`config.mk`:
```
export PLATFORM = sky130hd
export DESIGN_NAME = dense_layer_seq
export DESIGN_NICKNAME = d
export VERILOG_FILES = /design/src/rtl/dense_layer_seq.sv
export SDC_FILE = /design/constraint.sdc
export NUM_CORES = 2
export LEC_CHECK = 0
export CORE_ASPECT_RATIO = 1.2
export CORE_UTILIZATION = 25
export DETAILED_ROUTE_END_ITERATION = 8
export HOLD_SLACK_MARGIN = 0.05
export REMOVE_ABC_BUFFERS = 1
export SETUP_SLACK_MARGIN = 0.15
export SYNTH_ARGS = -nofsm -noshare
export SYNTH_HDL_FRONTEND = slang
export SYNTH_SLANG_ARGS = --single-unit
export TNS_END_PERCENT = 10
```
`constraint.sdc`:
```
create_clock -name clk -period 12.2 [get_ports clk]
set_input_delay 2.44 -clock clk [delete_from_list [all_inputs] [get_ports clk]]
set_output_delay 2.44 -clock clk [all_outputs]
set_load 0.02 [all_outputs]
```
`src/rtl/dense_layer_seq.sv`:
```
// dense_layer_seq -- time-multiplexed fully-connected layer.
// One signed multiplier and one wide accumulator are shared by all neurons:
// each neuron takes N_IN MAC cycles plus one BIAS cycle, so a result appears
// N_OUT*(N_IN+1) cycles after an input vector is accepted.
//
// Ports
//   clk, rst_n    rising-edge clock, asynchronous active-low reset
//   in_valid      in_vec valid
//   in_ready      high only when idle; in_vec is latched on in_valid&&in_ready
//   in_vec        N_IN signed words, element k at [DATA_W*k +: DATA_W]
//   flat_weights  per neuron n: N_IN weights then a bias, slot j at
//                 [DATA_W*(n*(N_IN+1)+j) +: DATA_W]; read live, must be held
//                 stable by the source for the whole transaction
//   out_valid     result valid, held until out_ready
//   out_ready     downstream accepts result
//   out_vec       N_OUT signed words, neuron n at [DATA_W*n +: DATA_W]
//   sat_flag      at least one neuron overflowed DATA_W in this result
//   busy          high while computing (MAC/BIAS)
module dense_layer_seq #(
  parameter int N_IN   = 3,
  parameter int N_OUT  = 9,
  parameter int DATA_W = 16,
  parameter int FRAC   = 8,
  parameter int ACT    = 2   // 0 linear, 1 ReLU, 2 hard-tanh
) (
  input  logic                             clk,
  input  logic                             rst_n,
  input  logic                             in_valid,
  output logic                             in_ready,
  input  logic [N_IN*DATA_W-1:0]           in_vec,
  input  logic [N_OUT*(N_IN+1)*DATA_W-1:0] flat_weights,
  output logic                             out_valid,
  input  logic                             out_ready,
  output logic [N_OUT*DATA_W-1:0]          out_vec,
  output logic                             sat_flag,
  output logic                             busy
);

  localparam int ACC_W = 2*DATA_W + $clog2(N_IN+1) + 1;
  localparam int PW    = 2*DATA_W;
  localparam int KW    = (N_IN  > 1) ? $clog2(N_IN)  : 1;
  localparam int NW    = (N_OUT > 1) ? $clog2(N_OUT) : 1;

  localparam logic signed [ACC_W-1:0] SMAX = {{(ACC_W-DATA_W+1){1'b0}}, {(DATA_W-1){1'b1}}};
  localparam logic signed [ACC_W-1:0] SMIN = {{(ACC_W-DATA_W+1){1'b1}}, {(DATA_W-1){1'b0}}};
  localparam logic signed [DATA_W-1:0] ONE = DATA_W'(1) << FRAC;

  typedef enum logic [1:0] {S_IDLE, S_MAC, S_BIAS, S_DONE} state_t;

  state_t                    state_q, state_d;
  logic [KW-1:0]             k_q, k_d;
  logic [NW-1:0]             n_q, n_d;
  logic signed [ACC_W-1:0]   acc_q, acc_d;
  logic [N_IN*DATA_W-1:0]    x_q, x_d;
  logic [N_OUT*DATA_W-1:0]   out_q, out_d;
  logic                      sticky_q, sticky_d;
  logic                      sat_q, sat_d;

  int unsigned               slot;
  logic signed [DATA_W-1:0]  x_k, w_k, bias_n;
  logic signed [PW-1:0]      prod;
  logic signed [ACC_W-1:0]   prod_ext, bias_ext, sum, shifted;
  logic signed [DATA_W-1:0]  sat_val, act_val;
  logic                      clip;

  // Operand selection for the current neuron / input index.
  always_comb begin
    slot   = 32'(n_q) * 32'(N_IN+1);
    x_k    = x_q[DATA_W*k_q +: DATA_W];
    w_k    = flat_weights[DATA_W*(slot + 32'(k_q)) +: DATA_W];
    bias_n = flat_weights[DATA_W*(slot + 32'(N_IN)) +: DATA_W];
  end

  // Datapath: full-width product, bias aligned to the product's binary point,
  // floor shift back to Q format, DATA_W saturation, then activation.
  always_comb begin
    prod     = x_k * w_k;
    prod_ext = {{(ACC_W-PW){prod[PW-1]}}, prod};
    bias_ext = {{(ACC_W-DATA_W){bias_n[DATA_W-1]}}, bias_n} <<< FRAC;
    sum      = acc_q + bias_ext;
    shifted  = sum >>> FRAC;

    clip    = 1'b0;
    sat_val = shifted[DATA_W-1:0];
    if (shifted > SMAX) begin
      sat_val = SMAX[DATA_W-1:0];
      clip    = 1'b1;
    end else if (shifted < SMIN) begin
      sat_val = SMIN[DATA_W-1:0];
      clip    = 1'b1;
    end

    // Activation clipping never contributes to sat_flag.
    act_val = sat_val;
    if (ACT == 1) begin
      if (sat_val < 0) act_val = '0;
    end else if (ACT == 2) begin
      if (sat_val > ONE)       act_val = ONE;
      else if (sat_val < -ONE) act_val = -ONE;
    end
  end

  always_comb begin
    state_d  = state_q;
    k_d      = k_q;
    n_d      = n_q;
    acc_d    = acc_q;
    x_d      = x_q;
    out_d    = out_q;
    sticky_d = sticky_q;
    sat_d    = sat_q;
    unique case (state_q)
      S_IDLE: begin
        if (in_valid) begin
          x_d      = in_vec;
          n_d      = '0;
          k_d      = '0;
          acc_d    = '0;
          sticky_d = 1'b0;
          state_d  = S_MAC;
        end
      end
      S_MAC: begin
        acc_d = acc_q + prod_ext;
        if (k_q == KW'(N_IN-1)) state_d = S_BIAS;
        else                    k_d     = k_q + KW'(1);
      end
      S_BIAS: begin
        out_d[DATA_W*n_q +: DATA_W] = act_val;
        acc_d    = '0;
        k_d      = '0;
        sticky_d = sticky_q | clip;
        if (n_q == NW'(N_OUT-1)) begin
          // sat_flag only changes together with the completed result.
          sat_d   = sticky_q | clip;
          state_d = S_DONE;
        end else begin
          n_d     = n_q + NW'(1);
          state_d = S_MAC;
        end
      end
      S_DONE: begin
        if (out_ready) state_d = S_IDLE;
      end
      default: state_d = S_IDLE;
    endcase
  end

  always_ff @(posedge clk or negedge rst_n) begin
    if (!rst_n) begin
      state_q  <= S_IDLE;
      k_q      <= '0;
      n_q      <= '0;
      acc_q    <= '0;
      x_q      <= '0;
      out_q    <= '0;
      sticky_q <= 1'b0;
      sat_q    <= 1'b0;
    end else begin
      state_q  <= state_d;
      k_q      <= k_d;
      n_q      <= n_d;
      acc_q    <= acc_d;
      x_q      <= x_d;
      out_q    <= out_d;
      sticky_q <= sticky_d;
      sat_q    <= sat_d;
    end
  end

  assign in_ready  = (state_q == S_IDLE);
  assign out_valid = (state_q == S_DONE);
  assign busy      = (state_q == S_MAC) || (state_q == S_BIAS);
  assign out_vec   = out_q;
  assign sat_flag  = sat_q;

endmodule
```
==> results.md <==
* Post-synth top cells: 322 x inv_1, 311 x fa_1, 304 x nand2_1
* Multiplexer area fraction after synthesis at 0.192
* Synth Register Bits at 237
* EDFF count, synth at 0
* WL/cell at 26.5 µm
* Tcrit/Tclk final at 0.857
* Least-Margin Pin Slew at 1.29 ns
* Core ar. at 113000 µm²
* First-pass GRT wire length at 187000 µm
* Compound-cell area share of the yosys netlist at 0.125
* Maxcap violations at 0
* RSZ-0062 raised after global routing: false
* Total global-route track usage at 0.225
* Final setup fails at 0
* Top-count cell post-synth: inv_1
* Yosys warning count at 0
* Post-Route Skew at 0.0398 ns
* Site row count at 135
* Vias/cell at 5.06
* Avg Inst Size Synth at 10.5 µm²
* Mapped Cells at 2699
* Die Y at 371 µm
* CP Max Fanout at 16
* Critical Path Source Type: input port
* Post_cts resized at 0
* Dpl ws at 1.12 ns
* Fin. max-slew vios at 0
* # hold bufs at CTS at 0
* Final worst setup slack at 1.75 ns
* Achievable Freq at 95.7 MHz
* CTS tree: built
* Critical Path RT at 12.69 ns
* Final Hold Fails at 0
* Post-DP HPWL at 111000 µm
* Initial Util at 0.252
* Residual DRC at 0
* Vias in the first global route at 26.4k
* Nets@finish at 4493
* Full die area at 115000 µm²
* Reg clk slew, reported paths at 0.06 ns
* Largest net degree at the start of global routing at 126
* Area leader, netlist: fa_1
* Main combinational cell family by area after synthesis: adder cells
* Post-route minimum period at 10.45 ns
* Crit Path Category: in -> reg
* Port Buf Inserts at 775
* Post-Synth Simple-Gate Area at 0.110
* Worst skew pair latency at 0.61 ns
* Critical path endpoint category: register
* Clock buffer count from CTS at 29
* Setup bufs post-CTS at 0
* I/O pins at 776
* Slew headroom at 0.142
* Status: completed
* Root Buffer Master: clkbuf_16
* CP arrival at 10.94 ns
* Via Count at 25.1k
* # H-tree levels at 1
* Drt pass-1 iters at 5
* Synth top area share at 0.219
* Min-Delay Path Class: reg -> reg
* Main synth FF type: dfrtp_1
* Synthesized-area fraction occupied by xor and xnor cells at 0.0181
* Post-Syn Area at 28400 µm²
* Starting DRT DRC Count at 1798
* GPL Wtd Cong at 0.957
* Post-Synth Adder-Cell Area at 0.282
* CTS Sinks at 237
* Share of cells above drive strength 1 at 0.119
* WL final at 131000 µm
* Initial antenna violation count at 38
* GR Overflow Total at 0
* Layout area overhead at 37.2%
* DRT antenna net count at 0
* Clk buf depth at 3
* Register area share after synthesis at 0.209
* Synth cell types at 80
* Die span in x at 310 µm
* Synth area leaders: fa_1 22%, dfrtp_1 21%, mux4_2 16%, ha_1 6.3%, inv_1 4.3%
* Post-synth ARST share at 1.00
routing by layer:
layer / global-route usage / wire (µm) / up-vias
li1: - / - / 10900
met1: 0.285 / 53500 / 12900
met2: 0.370 / 61300 / 1015
met3: 0.0637 / 12200 / 200
met4: 0.0676 / 4160 / 26
met5: 0 / 177 / -
worst max-delay path, cell delays in order:
cell and delay, ns:
clkdlybuf4s50_1 0.49, mux4_2 0.25, mux4_2 0.24, nand2_1 0.05
a21oi_1 0.39, a21o_1 0.56, nand2_1 0.16, fa_1 0.53
inv_1 0.05, fa_1 0.56, fa_1 0.45, fa_1 0.50
inv_1 0.06, fa_1 0.52, inv_1 0.05, fa_1 0.47
ha_1 0.38, a21o_1 0.20, a21o_1 0.17, a21o_1 0.20
a221oi_1 0.39, a21oi_1 0.20, o21ai_0 0.42, a211oi_1 0.22
o311a_1 0.38, or3_1 0.32, a32o_1 0.26
placed cells by master, fill, tap and decap left out, types with 29 or more instances in the layout:
cell	count
nand2b_1	53
mux2_2	56
a22o_1	42
clkdlybuf4s50_1	774
o21ai_0	122
xnor2_1	31
buf_4	41
clkbuf_16	29
nor2_1	183
ha_1	142
a21oi_1	93
o31ai_1	34
mux4_2	203
inv_1	322
fa_1	311
dfrtp_1	232
nand2_1	303
a21o_1	54
worst paths after layout:
path                            cells past startpoint        startpoint  slack, ns     endpoint
max in group asynchronous                           2             rst_n       9.00       k_q[1]
worst min register to register                      2       out_vec[10]       0.47  out_vec[10]
min in group asynchronous                           1             rst_n       1.92  out_vec[72]
worst min-delay path                                2       out_vec[10]       0.47  out_vec[10]
worst max register to register                     27            k_q[0]       2.57    acc_q[34]
worst max-delay path                               27  flat_weights[53]       1.75    acc_q[34]
cells by family after synthesis:
kind of cell / Yosys count
AND/OR/NAND/NOR: 691
adder cells (fa/ha/maj): 453
AO/OA/AOI/OAI: 514
XOR/XNOR: 57
flip-flops: 237
multiplexers: 284
buffers and inverters: 463
cell type report:
cell class / instances / area, µm²
clock buffers: 42 / 855
repair buffers: 821 / 8170
clock inverters: 11 / 130
multi-input cells: 1999 / 20700
fillers: 11400 / 73700
well taps: 1507 / 1890
diodes: 21 / 52.6
flip-flops and latches: 237 / 5940
inverters: 324 / 1220
state kept, by name (all words and copies together), names as in the netlist:
name,count
sat_flag,1
out_vec,144
x_q,48
k_q,2
sticky_q,1
n_q,4
acc_q,35
state_q,2
metrics by stage:
step                instances  area [µm²]  hold slack [ns]  setup TNS (ns)   util
floorplan                2560       27800            0.445          -16.63      -
global placement         4888       37900            0.457               0  0.337
detailed placement       4888       37900            0.461               0  0.337
CTS                      4941       38900            0.475               0  0.345
global route             4949       38900            0.493               0  0.345
finish                   4962       39000            0.471               0  0.346
Power is left out: the tool's default activity adds up to more than one toggle a clock period on the data nets, which glitch-free logic cannot reach.
